--- src/rtl/mc_core_pkg.sv ---
// Shared types and constants for the mc_core multi-cycle RV32 subset core.
package mc_core_pkg;

  typedef enum logic [2:0] {
    StFetch,
    StDecode,
    StExec,
    StMem,
    StWb,
    StTrap
  } state_e;

  typedef enum logic [2:0] {
    AluAdd,
    AluSub,
    AluSlt,
    AluXor,
    AluOr,
    AluAnd
  } alu_op_e;

  localparam logic [6:0] OpcLui    = 7'b0110111;
  localparam logic [6:0] OpcAuipc  = 7'b0010111;
  localparam logic [6:0] OpcJal    = 7'b1101111;
  localparam logic [6:0] OpcBranch = 7'b1100011;
  localparam logic [6:0] OpcLoad   = 7'b0000011;
  localparam logic [6:0] OpcStore  = 7'b0100011;
  localparam logic [6:0] OpcOpImm  = 7'b0010011;
  localparam logic [6:0] OpcOp     = 7'b0110011;

  // True when opcode/funct3/funct7 name one of the supported instructions.
  function automatic logic is_legal(logic [6:0] opc, logic [2:0] f3, logic [6:0] f7);
    logic alu_f3;
    alu_f3 = (f3 == 3'b000) || (f3 == 3'b010) || (f3 == 3'b100) ||
             (f3 == 3'b110) || (f3 == 3'b111);
    case (opc)
      OpcLui, OpcAuipc, OpcJal: return 1'b1;
      OpcBranch:                return (f3 == 3'b000) || (f3 == 3'b001);
      OpcLoad, OpcStore:        return f3 == 3'b010;
      OpcOpImm:                 return alu_f3;
      OpcOp:                    return ((f7 == 7'b0000000) && alu_f3) ||
                                       ((f7 == 7'b0100000) && (f3 == 3'b000));
      default:                  return 1'b0;
    endcase
  endfunction

endpackage

--- src/rtl/mc_alu.sv ---
// Combinational ALU: add/sub/signed-compare/logic ops, wrapping modulo 2^XLEN.
module mc_alu import mc_core_pkg::*; #(
  parameter int unsigned XLEN = 32
) (
  input  logic [XLEN-1:0] i_a,
  input  logic [XLEN-1:0] i_b,
  input  alu_op_e         i_op,
  output logic [XLEN-1:0] o_res
);

  logic w_lt;
  assign w_lt = $signed(i_a) < $signed(i_b);

  // Select the result of the requested operation.
  always_comb begin
    o_res = i_a + i_b;
    case (i_op)
      AluAdd:  o_res = i_a + i_b;
      AluSub:  o_res = i_a - i_b;
      AluSlt:  o_res = {{(XLEN-1){1'b0}}, w_lt};
      AluXor:  o_res = i_a ^ i_b;
      AluOr:   o_res = i_a | i_b;
      AluAnd:  o_res = i_a & i_b;
      default: o_res = i_a + i_b;
    endcase
  end

endmodule

--- src/rtl/mc_core.sv ---
// Multi-cycle RV32 subset core: FETCH/DECODE/EXEC/MEM/WB with a single memory port.
module mc_core import mc_core_pkg::*; #(
  parameter int unsigned     XLEN       = 32,
  parameter int unsigned     REG_ADDR_W = 5,
  parameter logic [XLEN-1:0] RESET_PC   = '0
) (
  input  logic            clk,
  input  logic            rst,
  output logic            mem_req,
  output logic            mem_we,
  output logic [XLEN-1:0] mem_addr,
  output logic [XLEN-1:0] mem_wdata,
  input  logic [XLEN-1:0] mem_rdata,
  input  logic            mem_ready,
  output logic            retire,
  output logic            halted,
  output logic [XLEN-1:0] pc_out
);

  localparam int unsigned NumRegs = 2 ** REG_ADDR_W;

  state_e r_state, w_state_next;

  logic [31:0]     r_ir;
  logic [XLEN-1:0] r_pc, r_a, r_b, r_aluout, r_mdr;
  logic [XLEN-1:0] r_rf [NumRegs];

  // Instruction fields; register indices are truncated to the file size.
  logic [6:0]            w_opc, w_f7;
  logic [2:0]            w_f3;
  logic [REG_ADDR_W-1:0] w_rd, w_rs1, w_rs2;
  assign w_opc = r_ir[6:0];
  assign w_f3  = r_ir[14:12];
  assign w_f7  = r_ir[31:25];
  assign w_rd  = r_ir[7 +: REG_ADDR_W];
  assign w_rs1 = r_ir[15 +: REG_ADDR_W];
  assign w_rs2 = r_ir[20 +: REG_ADDR_W];

  logic w_is_load, w_is_store, w_is_mem, w_is_branch, w_is_jal;
  logic w_is_lui, w_is_auipc, w_is_op, w_is_opimm, w_legal;
  assign w_is_load   = w_opc == OpcLoad;
  assign w_is_store  = w_opc == OpcStore;
  assign w_is_mem    = w_is_load || w_is_store;
  assign w_is_branch = w_opc == OpcBranch;
  assign w_is_jal    = w_opc == OpcJal;
  assign w_is_lui    = w_opc == OpcLui;
  assign w_is_auipc  = w_opc == OpcAuipc;
  assign w_is_op     = w_opc == OpcOp;
  assign w_is_opimm  = w_opc == OpcOpImm;
  assign w_legal     = is_legal(w_opc, w_f3, w_f7);

  // Sign-extended immediates.
  logic [XLEN-1:0] w_imm_i, w_imm_s, w_imm_b, w_imm_u, w_imm_j;
  assign w_imm_i = XLEN'($signed(r_ir[31:20]));
  assign w_imm_s = XLEN'($signed({r_ir[31:25], r_ir[11:7]}));
  assign w_imm_b = XLEN'($signed({r_ir[31], r_ir[7], r_ir[30:25], r_ir[11:8], 1'b0}));
  assign w_imm_u = XLEN'($signed({r_ir[31:12], 12'b0}));
  assign w_imm_j = XLEN'($signed({r_ir[31], r_ir[19:12], r_ir[20], r_ir[30:21], 1'b0}));

  logic [XLEN-1:0] w_rs1_val, w_rs2_val, w_pc_plus4;
  assign w_rs1_val  = (w_rs1 == '0) ? '0 : r_rf[w_rs1];
  assign w_rs2_val  = (w_rs2 == '0) ? '0 : r_rf[w_rs2];
  assign w_pc_plus4 = r_pc + XLEN'(4);

  logic            w_taken;
  assign w_taken = w_f3[0] ? (r_a != r_b) : (r_a == r_b);

  logic [XLEN-1:0] w_alu_a, w_alu_b, w_alu_res;
  alu_op_e         w_alu_op;

  // ALU operand and operation selection for the EXEC cycle.
  always_comb begin
    w_alu_a  = r_a;
    w_alu_b  = w_imm_i;
    w_alu_op = AluAdd;
    if (w_is_lui)   w_alu_a = '0;
    if (w_is_auipc) w_alu_a = r_pc;
    if (w_is_op)                 w_alu_b = r_b;
    else if (w_is_store)         w_alu_b = w_imm_s;
    else if (w_is_lui || w_is_auipc) w_alu_b = w_imm_u;
    if (w_is_op || w_is_opimm) begin
      case (w_f3)
        3'b000:  w_alu_op = (w_is_op && w_f7[5]) ? AluSub : AluAdd;
        3'b010:  w_alu_op = AluSlt;
        3'b100:  w_alu_op = AluXor;
        3'b110:  w_alu_op = AluOr;
        3'b111:  w_alu_op = AluAnd;
        default: w_alu_op = AluAdd;
      endcase
    end
  end

  mc_alu #(
    .XLEN(XLEN)
  ) u_alu (
    .i_a  (w_alu_a),
    .i_b  (w_alu_b),
    .i_op (w_alu_op),
    .o_res(w_alu_res)
  );

  logic w_misaligned;
  assign w_misaligned = w_alu_res[1:0] != 2'b00;

  // Next-state and memory/retire outputs; requests are suppressed while in reset.
  always_comb begin
    w_state_next = r_state;
    mem_req      = 1'b0;
    mem_we       = 1'b0;
    mem_addr     = r_pc;
    mem_wdata    = r_b;
    retire       = 1'b0;
    case (r_state)
      StFetch: begin
        mem_req = 1'b1;
        if (mem_ready) w_state_next = StDecode;
      end
      StDecode: w_state_next = w_legal ? StExec : StTrap;
      StExec: begin
        if (w_is_mem) begin
          w_state_next = w_misaligned ? StTrap : StMem;
        end else if (w_is_branch) begin
          w_state_next = StFetch;
          retire       = 1'b1;
        end else begin
          w_state_next = StWb;
        end
      end
      StMem: begin
        mem_req  = 1'b1;
        mem_addr = r_aluout;
        mem_we   = w_is_store;
        if (mem_ready) begin
          w_state_next = w_is_store ? StFetch : StWb;
          retire       = w_is_store;
        end
      end
      StWb: begin
        w_state_next = StFetch;
        retire       = 1'b1;
      end
      StTrap:  w_state_next = StTrap;
      default: w_state_next = StTrap;
    endcase
    if (!rst) begin
      mem_req = 1'b0;
      retire  = 1'b0;
    end
  end

  // FSM state register.
  always_ff @(posedge clk) begin
    if (!rst) r_state <= StFetch;
    else      r_state <= w_state_next;
  end

  // Datapath registers and register file, updated per FSM phase.
  always_ff @(posedge clk) begin
    if (!rst) begin
      r_pc     <= RESET_PC;
      r_ir     <= '0;
      r_a      <= '0;
      r_b      <= '0;
      r_aluout <= '0;
      r_mdr    <= '0;
      for (int i = 0; i < NumRegs; i++) r_rf[i] <= '0;
    end else begin
      case (r_state)
        StFetch: if (mem_ready) r_ir <= mem_rdata[31:0];
        StDecode: begin
          r_a      <= w_rs1_val;
          r_b      <= w_rs2_val;
          r_aluout <= r_pc + (w_is_jal ? w_imm_j : w_imm_b);
        end
        StExec: begin
          if (w_is_branch) begin
            r_pc <= w_taken ? r_aluout : w_pc_plus4;
          end else if (w_is_jal) begin
            r_pc     <= r_aluout;
            r_aluout <= w_pc_plus4;
          end else begin
            r_aluout <= w_alu_res;
            // A misaligned access traps with PC left on the faulting instruction.
            if (!(w_is_mem && w_misaligned)) r_pc <= w_pc_plus4;
          end
        end
        StMem: if (mem_ready && w_is_load) r_mdr <= mem_rdata;
        StWb:  if (w_rd != '0) r_rf[w_rd] <= w_is_load ? r_mdr : r_aluout;
        default: ;
      endcase
    end
  end

  assign halted = r_state == StTrap;
  assign pc_out = r_pc;

endmodule

--- config.mk ---
export PLATFORM = sky130hd
export DESIGN_NAME = mc_core
export DESIGN_NICKNAME = d
export VERILOG_FILES = /design/src/rtl/mc_core_pkg.sv /design/src/rtl/mc_alu.sv /design/src/rtl/mc_core.sv
export SDC_FILE = /design/constraint.sdc
export NUM_CORES = 2
export LEC_CHECK = 0
export BUFFER_PORTS_ARGS = -buffer_cell sky130_fd_sc_hd__buf_2
export CAP_MARGIN = 15
export CELL_PAD_IN_SITES_DETAIL_PLACEMENT = 1
export CELL_PAD_IN_SITES_GLOBAL_PLACEMENT = 2
export CORE_MARGIN = 4
export CORE_UTILIZATION = 48
export CTS_CLUSTER_DIAMETER = 100
export DETAILED_ROUTE_END_ITERATION = 16
export PLACE_DENSITY = 0.85
export SLEW_MARGIN = 20
export SYNTH_ARGS = -nofsm -noshare
export SYNTH_HDL_FRONTEND = slang
export SYNTH_HIERARCHICAL = 1
export SYNTH_SLANG_ARGS = --single-unit
--- constraint.sdc ---
create_clock -name clk -period 13 [get_ports clk]
set_input_delay 0.65 -clock clk [delete_from_list [all_inputs] [get_ports clk]]
set_output_delay 0.65 -clock clk [all_outputs]
set_load 0.02 [all_outputs]
==> out/results.txt <==
status -> complete, no violations
ys flop type -> edfxtp_1
die height -> 387 um
setup_tns -> 0 ns
final count of hold timing violations -> 0
crit path launch -> r_ir[2]
Die W -> 387 um
DRC -> 0
DR pass1 iterations -> 5
sequential cell area fraction in the yosys report -> 50.5%
CP Data Required Time -> 13.61 ns
Starting Density -> 48.5%
slew of the pin with the lowest slew margin -> 1.14 ns
die footprint -> 150,000 um^2
Syn Std Cell Area -> 69,100 um^2
Arrival @ worst endpoint -> 7.79 ns
Fmax -> 139 MHz
vias per inst -> 6.85
CTS H-tree depth -> 4
clock share of power -> 39.1%
initial DRC count -> 6,619
Worst-Skew Late Latency -> 0.78 ns
CTS tree -> built
storage element area -> 34,900 um^2
post-route insts no fill -> 7,740
Worst Clk Skew -> 0.0378 ns
Worst Setup End Kind -> flop
routed wire length -> 276,000 um
Mapped Cells -> 5,819
Syn Area/Cell -> 11.9 um^2
Slew Limit Fails -> 0
global route overflow -> 0
fill cell count -> 14.5k
Pwr per Cell Area -> 128 nW/um^2
period utilisation layout -> 55.2%
Post-synth top cells -> nor2_1 (1,315), edfxtp_1 (1,024), mux4_2 (640), nand2_1 (538), clkbuf_1 (432)
Max Cap Viol -> 0
Area contributors post-synth -> edfxtp_1 (45%), mux4_2 (21%), nor2_1 (7.1%)
Max VDD drop -> 0.107 mV
initial antenna violation count -> 9
Area after DPL -> 71,900 um^2
final net count -> 5,908
worst rel slew slack -> 23.1%
Startpoint Class -> flop
Worst Path Class, Setup -> reg -> reg
YS warnings -> 6
fin crit period -> 7.18 ns
dominant cell type by area after synthesis -> edfxtp_1
Hold Slack -> 0.140 ns
final antenna-violating net count -> 0
Worst path slowest cell -> nand2_1
Power Total -> 9.83 mW
Comb power frac -> 14.5%
critical path's top delay family -> simple AND/OR/NAND/NOR gates
IO buf count -> 134
Final WS setup -> 5.82 ns
Finish-stage setup viols -> 0
EDFF count, synth -> 1,024
worst min path class -> in -> reg
most common cell in the synthesized netlist -> nor2_1
RSZ-0062 raised after global routing -> false
CP max FO -> 32
Core Util, Final -> 53.8%
post-CTS sizing -> 0
HP Start -> mem_rdata[9]
Synth Register Bits -> 1,229
DP Cell Count -> 7,480
P_int -> 7.07 mW
vias in the first global route -> 54.5k
NetSw -> 2.76 mW
Core Rows -> 138
area of the multi-input gates -> 32,300 um^2
share of cells above drive strength 1 -> 22.1%
largest net degree at the start of global routing -> 125
final instance area -> 76,600 um^2
RR Startpoint -> r_ir[2]
Leakage -> 25.7 nW
CTS sink count -> 1,229
post-synthesis cell type count -> 92
CP max stage delay -> 0.70 ns
routed via count -> 53.0k
hold buffers post-CTS -> 0
first-pass GRT wire length -> 393,000 um
Max clock buf depth -> 3
CP bufs+invs -> 2
drt wl/cell -> 35.6 um
Placeable Area -> 142,000 um^2
sw frac -> 28.1%
crit path cell chain -> or2_1 > or4_1 > nor2_1 > nand2_1 > a31oi_1 > ha_1 > inv_1 > fa_1 > nor2b_1 > o21ai_0 > a31oi_1 > a21oi_1 > o21bai_1 > a22oi_2 > a311oi_1 > or4_1 > a31oi_1 > nor2_1 > nor2_1 > nor2_2 > buf_4 > nand2_1 > o21ai_0
clock buffer count from CTS -> 139
I/O Pins -> 135
Setup Buffers After CTS -> 0
Seq pwr share -> 46.4%
clk root buf -> clkbuf_16
gr usage total -> 36.2%
Reg clk slew, reported paths -> 0.06 ns
async set-reset flop share out of synthesis -> 0%
Area Growth Syn to Fin -> 10.9%
post-synth top area share -> 44.5%
dpl ws -> 6.07 ns
RePlAce Congestion -> 0.952
HPWL after DPL -> 175,000 um
==> per-layer routing <==
metal  wire, um  global-route usage, %
met1      96600                   44.6
met2     132000                   59.2
met3      27400                   7.50
met4      19900                   21.9
met5         94                      0
==> final timing paths <==
kind	cells past startpoint	slack, ns	to
max	23	5.82	pc_out[11]
min	3	0.14	r_mdr[9]
max reg2reg	23	5.82	pc_out[11]
min reg2reg	2	0.47	r_ir[14]
==> kinds of logic (layout without fill, tap and decap cells) <==
family / Yosys count / in the layout / share of synthesized area (%)
xor gates and xnor gates: 94 / 94 / 1.19
AOI/OAI and AO/OA: 779 / 779 / 6.89
buffers and inverters: 672 / 669 / 3.82
other: 1 / 35 / 0.00543
muxes: 754 / 754 / 22.5
DFF: 1229 / 1229 / 50.5
and+or+nand+nor: 2160 / 2160 / 12.7
adders and majority gates: 130 / 130 / 2.39
==> power by group through the flow <==
stage,sequential (mW),clock (mW),combinational [mW]
after global placement,4.62,0,1.35
after CTS,4.56,3.87,1.38
after floorplan,4.55,0,0.885
after detailed placement,4.64,0,1.37
after global routing,4.57,4.04,1.48
final,4.57,3.84,1.42
==> state kept, by name, indices dropped and copies added (netlist names), named ones only <==
name       flops
r_rf        1024
r_mdr         32
r_aluout      32
pc_out        32
mem_wdata     32
r_state        3
r_a           32
r_ir          32
==> area by class of cell <==
type / count / share of cell area, %
diodes: 3 / 0.00980
clock buffers: 178 / 4.84
clock inverters: 67 / 0.843
inverters: 121 / 0.603
multi-input cells: 3949 / 42.2
flip-flops and latches: 1229 / 45.5
well taps: 1890 / 3.09
repair buffers: 303 / 2.87
==> worst reg2reg max path, delay by kind of cell, from the launching register on <==
family,cells,cell delay (ns)
compound gates,9,2.48
flops,1,0.34
fa+ha+maj,2,0.65
simple gates,10,3.26
buf+inv,2,0.30
==> layout by cell type (no fill, tap or decap), drive strengths merged, types with 128 or more instances in the layout <==
cell    instances
mux4          640
edfxtp       1024
buf           298
nand2         538
inv           128
a21oi         326
o21ai         166
clkbuf        183
nor2         1316
dfxtp         205
(Power assumes the default switching activity.)
